`config.mk`:
```
export PLATFORM = sky130hd
export DESIGN_NAME = theta_stream
export DESIGN_NICKNAME = d
export VERILOG_FILES = /design/src/rtl/theta_stream.sv
export SDC_FILE = /design/constraint.sdc
export NUM_CORES = 2
export LEC_CHECK = 0
export CELL_PAD_IN_SITES_DETAIL_PLACEMENT = 1
export CELL_PAD_IN_SITES_GLOBAL_PLACEMENT = 1
export CORE_ASPECT_RATIO = 1.5
export CORE_MARGIN = 2
export CORE_UTILIZATION = 50
export CTS_BUF_LIST = sky130_fd_sc_hd__clkbuf_8
export DETAILED_ROUTE_END_ITERATION = 12
export GPL_TIMING_DRIVEN = 0
export PLACE_DENSITY_LB_ADDON = 0.3
export SETUP_SLACK_MARGIN = 0.5
export SLEW_MARGIN = 30
export SYNTH_ARGS = -nofsm -noshare
export SYNTH_HDL_FRONTEND = slang
export SYNTH_SLANG_ARGS = --single-unit
```
`constraint.sdc`:
```
create_clock -name clk -period 91 [get_ports clk]
set_input_delay 18.2 -clock clk [delete_from_list [all_inputs] [get_ports clk]]
set_output_delay 18.2 -clock clk [all_outputs]
set_load 0.02 [all_outputs]
```
`src/rtl/theta_stream.sv`:
```
`default_nettype none
// ============================================================================
//  Module   : theta_stream
//  Purpose  : Plane-serial Keccak theta step for a folded permutation
//             datapath. Five planes (fixed y, five lanes each) are accepted
//             over a valid/ready stream while the column parities C[x] are
//             accumulated and the planes are buffered. The five
//             theta-transformed planes are then streamed out over a second
//             valid/ready stream. A per-state bypass flag, sampled with the
//             y=0 input beat, passes a state through unchanged.
//
//  Parameters
//    LANE_W       lane width w (1, 2, 4, 8, 16, 32, 64)
//
//  Ports
//    clk          clock, rising edge
//    rst          asynchronous active-high reset
//    in_valid_i   input plane valid
//    in_ready_o   block can accept a plane (LOAD state)
//    in_plane_i   lanes A[x,y], x = 0..4
//    bypass_i     skip theta for this state (sampled on the y=0 beat)
//    out_valid_o  output plane valid (EMIT state)
//    out_ready_i  downstream accepts the plane
//    out_plane_o  lanes A'[x,y], x = 0..4
//    out_y_o      plane index of out_plane_o
//    out_last_o   high with plane y=4
//    busy_o       block holds or is emitting a state
//
//  Revision : 1.0  initial release
// ============================================================================
module theta_stream #(
    parameter int LANE_W = 64
) (
    input  logic                   clk,
    input  logic                   rst,
    input  logic                   in_valid_i,
    output logic                   in_ready_o,
    input  logic [4:0][LANE_W-1:0] in_plane_i,
    input  logic                   bypass_i,
    output logic                   out_valid_o,
    input  logic                   out_ready_i,
    output logic [4:0][LANE_W-1:0] out_plane_o,
    output logic [2:0]             out_y_o,
    output logic                   out_last_o,
    output logic                   busy_o
);

    // ------------------------------------------------------------------------
    // State
    // ------------------------------------------------------------------------
    typedef enum logic [0:0] {
        ST_LOAD = 1'b0,
        ST_EMIT = 1'b1
    } state_t;

    localparam logic [2:0] c_LAST_PLANE = 3'd4;

    state_t                   r_state;
    logic [2:0]               r_cnt;     // plane index being loaded or emitted
    logic                     r_byp;     // bypass flag for the held state
    logic [4:0][LANE_W-1:0]   r_par;     // column parities C[x]
    logic [4:0][LANE_W-1:0]   r_buf [0:4];

    // Plane currently selected for output and the theta column effect D[x]
    logic [4:0][LANE_W-1:0]   w_row;
    logic [4:0][LANE_W-1:0]   w_d;

    // ------------------------------------------------------------------------
    // Handshake and status outputs: decoded from the state register only, so
    // neither ready nor valid has a combinational path from the other side.
    // ------------------------------------------------------------------------
    assign in_ready_o  = (r_state == ST_LOAD);
    assign out_valid_o = (r_state == ST_EMIT);
    assign out_y_o     = r_cnt;
    assign out_last_o  = (r_state == ST_EMIT) && (r_cnt == c_LAST_PLANE);
    assign busy_o      = !((r_state == ST_LOAD) && (r_cnt == 3'd0));

    assign w_row = r_buf[r_cnt];

    // ------------------------------------------------------------------------
    // Theta column effect:
    //   D[x] = C[x-1] ^ rot1(C[x+1]),  rot1(v)[z] = v[z-1 mod w]
    // rot1 is a left rotation by one bit; a one-bit lane rotates onto itself.
    // Output lanes are a single XOR level away from registered buf and C.
    // ------------------------------------------------------------------------
    for (genvar gx = 0; gx < 5; gx++) begin : g_lane
        localparam int c_XM = (gx + 4) % 5;
        localparam int c_XP = (gx + 1) % 5;

        logic [LANE_W-1:0] w_rot;

        if (LANE_W == 1) begin : g_rot_identity
            assign w_rot = r_par[c_XP];
        end else begin : g_rot_left
            assign w_rot = {r_par[c_XP][LANE_W-2:0], r_par[c_XP][LANE_W-1]};
        end

        assign w_d[gx]         = r_par[c_XM] ^ w_rot;
        assign out_plane_o[gx] = r_byp ? w_row[gx] : (w_row[gx] ^ w_d[gx]);
    end

    // ------------------------------------------------------------------------
    // Control and storage
    // ------------------------------------------------------------------------
    always_ff @(posedge clk or posedge rst) begin
        if (rst) begin
            r_state <= ST_LOAD;
            r_cnt   <= 3'd0;
            r_byp   <= 1'b0;
            r_par   <= '0;
            for (int i = 0; i < 5; i++) begin
                r_buf[i] <= '0;
            end
        end else begin
            case (r_state)
                ST_LOAD: begin
                    if (in_valid_i) begin
                        r_buf[r_cnt] <= in_plane_i;
                        for (int x = 0; x < 5; x++) begin
                            r_par[x] <= r_par[x] ^ in_plane_i[x];
                        end
                        // Bypass belongs to the whole state; later beats
                        // do not alter it.
                        if (r_cnt == 3'd0) begin
                            r_byp <= bypass_i;
                        end
                        if (r_cnt == c_LAST_PLANE) begin
                            r_cnt   <= 3'd0;
                            r_state <= ST_EMIT;
                        end else begin
                            r_cnt <= r_cnt + 3'd1;
                        end
                    end
                end

                ST_EMIT: begin
                    if (out_ready_i) begin
                        if (r_cnt == c_LAST_PLANE) begin
                            // Parities are cleared here so the next state
                            // starts accumulating from zero.
                            r_cnt   <= 3'd0;
                            r_par   <= '0;
                            r_state <= ST_LOAD;
                        end else begin
                            r_cnt <= r_cnt + 3'd1;
                        end
                    end
                end

                default: begin
                    r_state <= ST_LOAD;
                    r_cnt   <= 3'd0;
                end
            endcase
        end
    end

endmodule
`default_nettype wire

```
==> results.sh <==
export IMPL_finalCritPeriodShare=0.256
export IMPL_yosysWarnings=0
export IMPL_globalplace_congestion=0.930
export IMPL_worstPathRequired_ns=72.80
export IMPL_clk_pin_slew_ns=0.06
export IMPL_rsz0062_at_grt="no"
export IMPL_clock_fmax_mhz=42.9
export IMPL_grt_max_degree=97
export IMPL_cts_tree="yes"
export IMPL_io_pins=652
export IMPL_cp_start_kind="register"
export IMPL_fin_ws_ns=67.70
export IMPL_coreArea_um2=182000
export IMPL_synth_cell_types=32
export IMPL_finalHoldViolCount=0
export IMPL_crit_fanout=10
export IMPL_ctsResizeCount=0
export IMPL_seq_area_um2=48200
export IMPL_viasPerCell=6.06
export IMPL_p_per_area_nw_per_um2=47.4
export IMPL_antenna_left=0
export IMPL_start_util=0.502
export IMPL_multi_input_area_um2=40700
export IMPL_row_count=192
export IMPL_placed_area_um2=102000
export IMPL_grt_overflow=0
export IMPL_worstSkewPairLatency_ns=0.95
export IMPL_drcViolationCount=0
export IMPL_syn_inst=7259
export IMPL_post_cts_buffers=0
export IMPL_fillers=18200
export IMPL_hold_path_class="reg2reg"
export IMPL_grt_use_total=0.364
export IMPL_cellLeakagePower_nw=47.6
export IMPL_nNetsFinal=8589
export IMPL_worst_pin_slew_ns=1.08
export IMPL_final_area_um2=108000
export IMPL_cts_root_buf="clkbuf_8"
export IMPL_critical_path_class="reg2out"
export IMPL_cts_buffers_inserted=306
export IMPL_grt_pass1_wl_um=496000
export IMPL_post_place_ws_ns=68.23
export IMPL_synth_top_area_cell="dfrtp_1"
export IMPL_clock_path_buffers=4
export IMPL_drive_above_1_share=0.243
export IMPL_wl_per_cell_um=31.4
export IMPL_num_vias=66300
export IMPL_first_global_vias=72200
export IMPL_antenna_found_initial=101
export IMPL_min_period_ns=23.30
export IMPL_io_buffers=651
export IMPL_synth_flop_cell="dfrtp_1"
export IMPL_die_h_um=527
export IMPL_status="finished, final reports clean"
export IMPL_yosysSeqAreaShare=0.528
export IMPL_dp_cells=10400
export IMPL_tns_ns=0
export IMPL_setup_viol=0
export IMPL_postCtsHoldBufs=0
export IMPL_synth_edf_count=0
export IMPL_synth_top_area_frac=0.528
export IMPL_dr_first_iter_drc_count=4507
export IMPL_crit_arrival_ns=5.10
export IMPL_areaGrowthSynthToFinish_pct=18.3
export IMPL_ir_drop_uv=51.1
export IMPL_syn_area_um2=91200
export IMPL_finalClockSkew_ns=0.0530
export IMPL_max_slew_margin=0.281
export IMPL_syn_nets=7586
export IMPL_ys_seq_elements=1925
export IMPL_design_die_area_um2=186000
export IMPL_htree_levels=5
export IMPL_synth_area_leaders="dfrtp_1 (53%), mux2_2 (16%), mux2i_1 (7.0%)"
export IMPL_drtPass1Iterations=5
export IMPL_async_reset_ff_frac=1.00
export IMPL_wirelength_um=344000
export IMPL_die_x_um=353
export IMPL_drv_cap=0
export IMPL_syn_area_per_cell_um2=12.6
export IMPL_cp_end_kind="output port"
export IMPL_stdcell_count=10900
export IMPL_dpl_hpwl_um=255000
export IMPL_slew_violations=0
export IMPL_cts_sinks=1925
critical path: stages (launching register included):
cell,delay (ns)
dfrtp_1,0.49
buf_2,0.24
nor2_4,0.37
buf_16,0.22
buf_2,0.74
clkbuf_1,0.50
a31oi_1,0.19
xnor2_1,0.65
clkdlybuf4s50_1,0.75
worst paths after layout:
| check | from | endpoint | slack [ns] | depth (start not counted) |
|---|---|---|---|---|
| worst min-delay path | r_buf[650] | r_buf[650] | 0.48 | 1 |
| worst min register to register | r_buf[650] | r_buf[650] | 0.48 | 1 |
| worst max register to register | out_y_o[2] | g_lane[2].w_rot[8] | 87.70 | 8 |
| max in group asynchronous | rst | r_buf[8] | 69.34 | 11 |
| min in group asynchronous | rst | r_buf[1518] | 17.68 | 2 |
| worst max-delay path | out_y_o[1] | out_plane_o[151] | 67.70 | 8 |
layout make-up:
cell class	instances	share of cell area
Inverter	5	0.000244
Buffer	496	0.0226
Antenna cell	53	0.00123
Sequential cell	1925	0.446
Clock inverter	144	0.00624
Tap cell	2425	0.0281
Clock buffer	367	0.0468
Timing Repair Buffer	695	0.0714
Multi-Input combinational cell	4833	0.377
state kept, by name, summed over array words and instances, names as in the netlist:
register,count
out_y_o,3
out_valid_o,1
g_lane.w_rot,320
r_buf,1600
r_byp,1
cell usage after synthesis (2+ instances only):
master,n
dfrtp_1,1925
mux2_2,1261
nor2_1,648
xnor2_1,640
mux2i_1,639
mux2_1,342
nand2_1,323
xor2_1,320
o22ai_1,318
a31oi_1,314
buf_2,292
clkbuf_1,145
buf_4,25
buf_1,24
buf_6,10
a21oi_1,6
nand3_1,5
inv_1,3
nand2b_1,3
ha_1,2
inv_2,2
o21ai_0,2
power by group:
part,total [W],leakage (nW),switching [W],internal [W]
Combinational,0.00281,20.1,0.00159,0.00122
Clock,0.000725,3.36,0.000356,0.000369
Sequential,0.00158,24.1,0.000317,0.00126
Total,0.00511,47.6,0.00226,0.00286
stage by stage:
step,util,power (W),hold WS [ns]
3_5_place_dp,0.561,0.00433,0.474
2_1_floorplan,-,0.00310,0.457
4_1_cts,0.593,0.00508,0.487
5_1_grt,0.593,0.00531,0.497
3_3_place_gp,0.554,0.00423,0.466
6_report,0.593,0.00511,0.481
kinds of logic after synthesis:
| group | synth area share |
|---|---|
| AO/OA/AOI/OAI | 0.0441 |
| buffers and inverters | 0.0265 |
| flip-flops | 0.528 |
| AND/OR/NAND/NOR | 0.0410 |
| adder cells (fa/ha/maj) | 0.000274 |
| XOR/XNOR | 0.0922 |
| multiplexers | 0.268 |
per-layer routing:
metal  wire [um]  track usage  part of all wire  up-vias
met5         562            0            0.0016        -
met2      162000        0.584              0.47     2864
li1            -            -                 -    27400
met1      129000        0.442              0.38    35000
met3       27300       0.0869             0.079      937
met4       24400        0.233             0.071       84
cell usage in the layout (no fill, tap or decap), drive strengths merged, types with 3 or more instances in the layout:
master and count:
clkinvlp 8, a31oi 314, buf 395, o22ai 318
a21oi 6, inv 129, nand2 323, diode 53
xor2 320, clkinv 10, nand2b 3, nand3 5
clkbuf 512, mux2 1603, clkdlybuf4s50 651, dfrtp 1925
nor2 649, mux2i 639, xnor2 640
No activity file was read; power rests on OpenSTA's default activity.
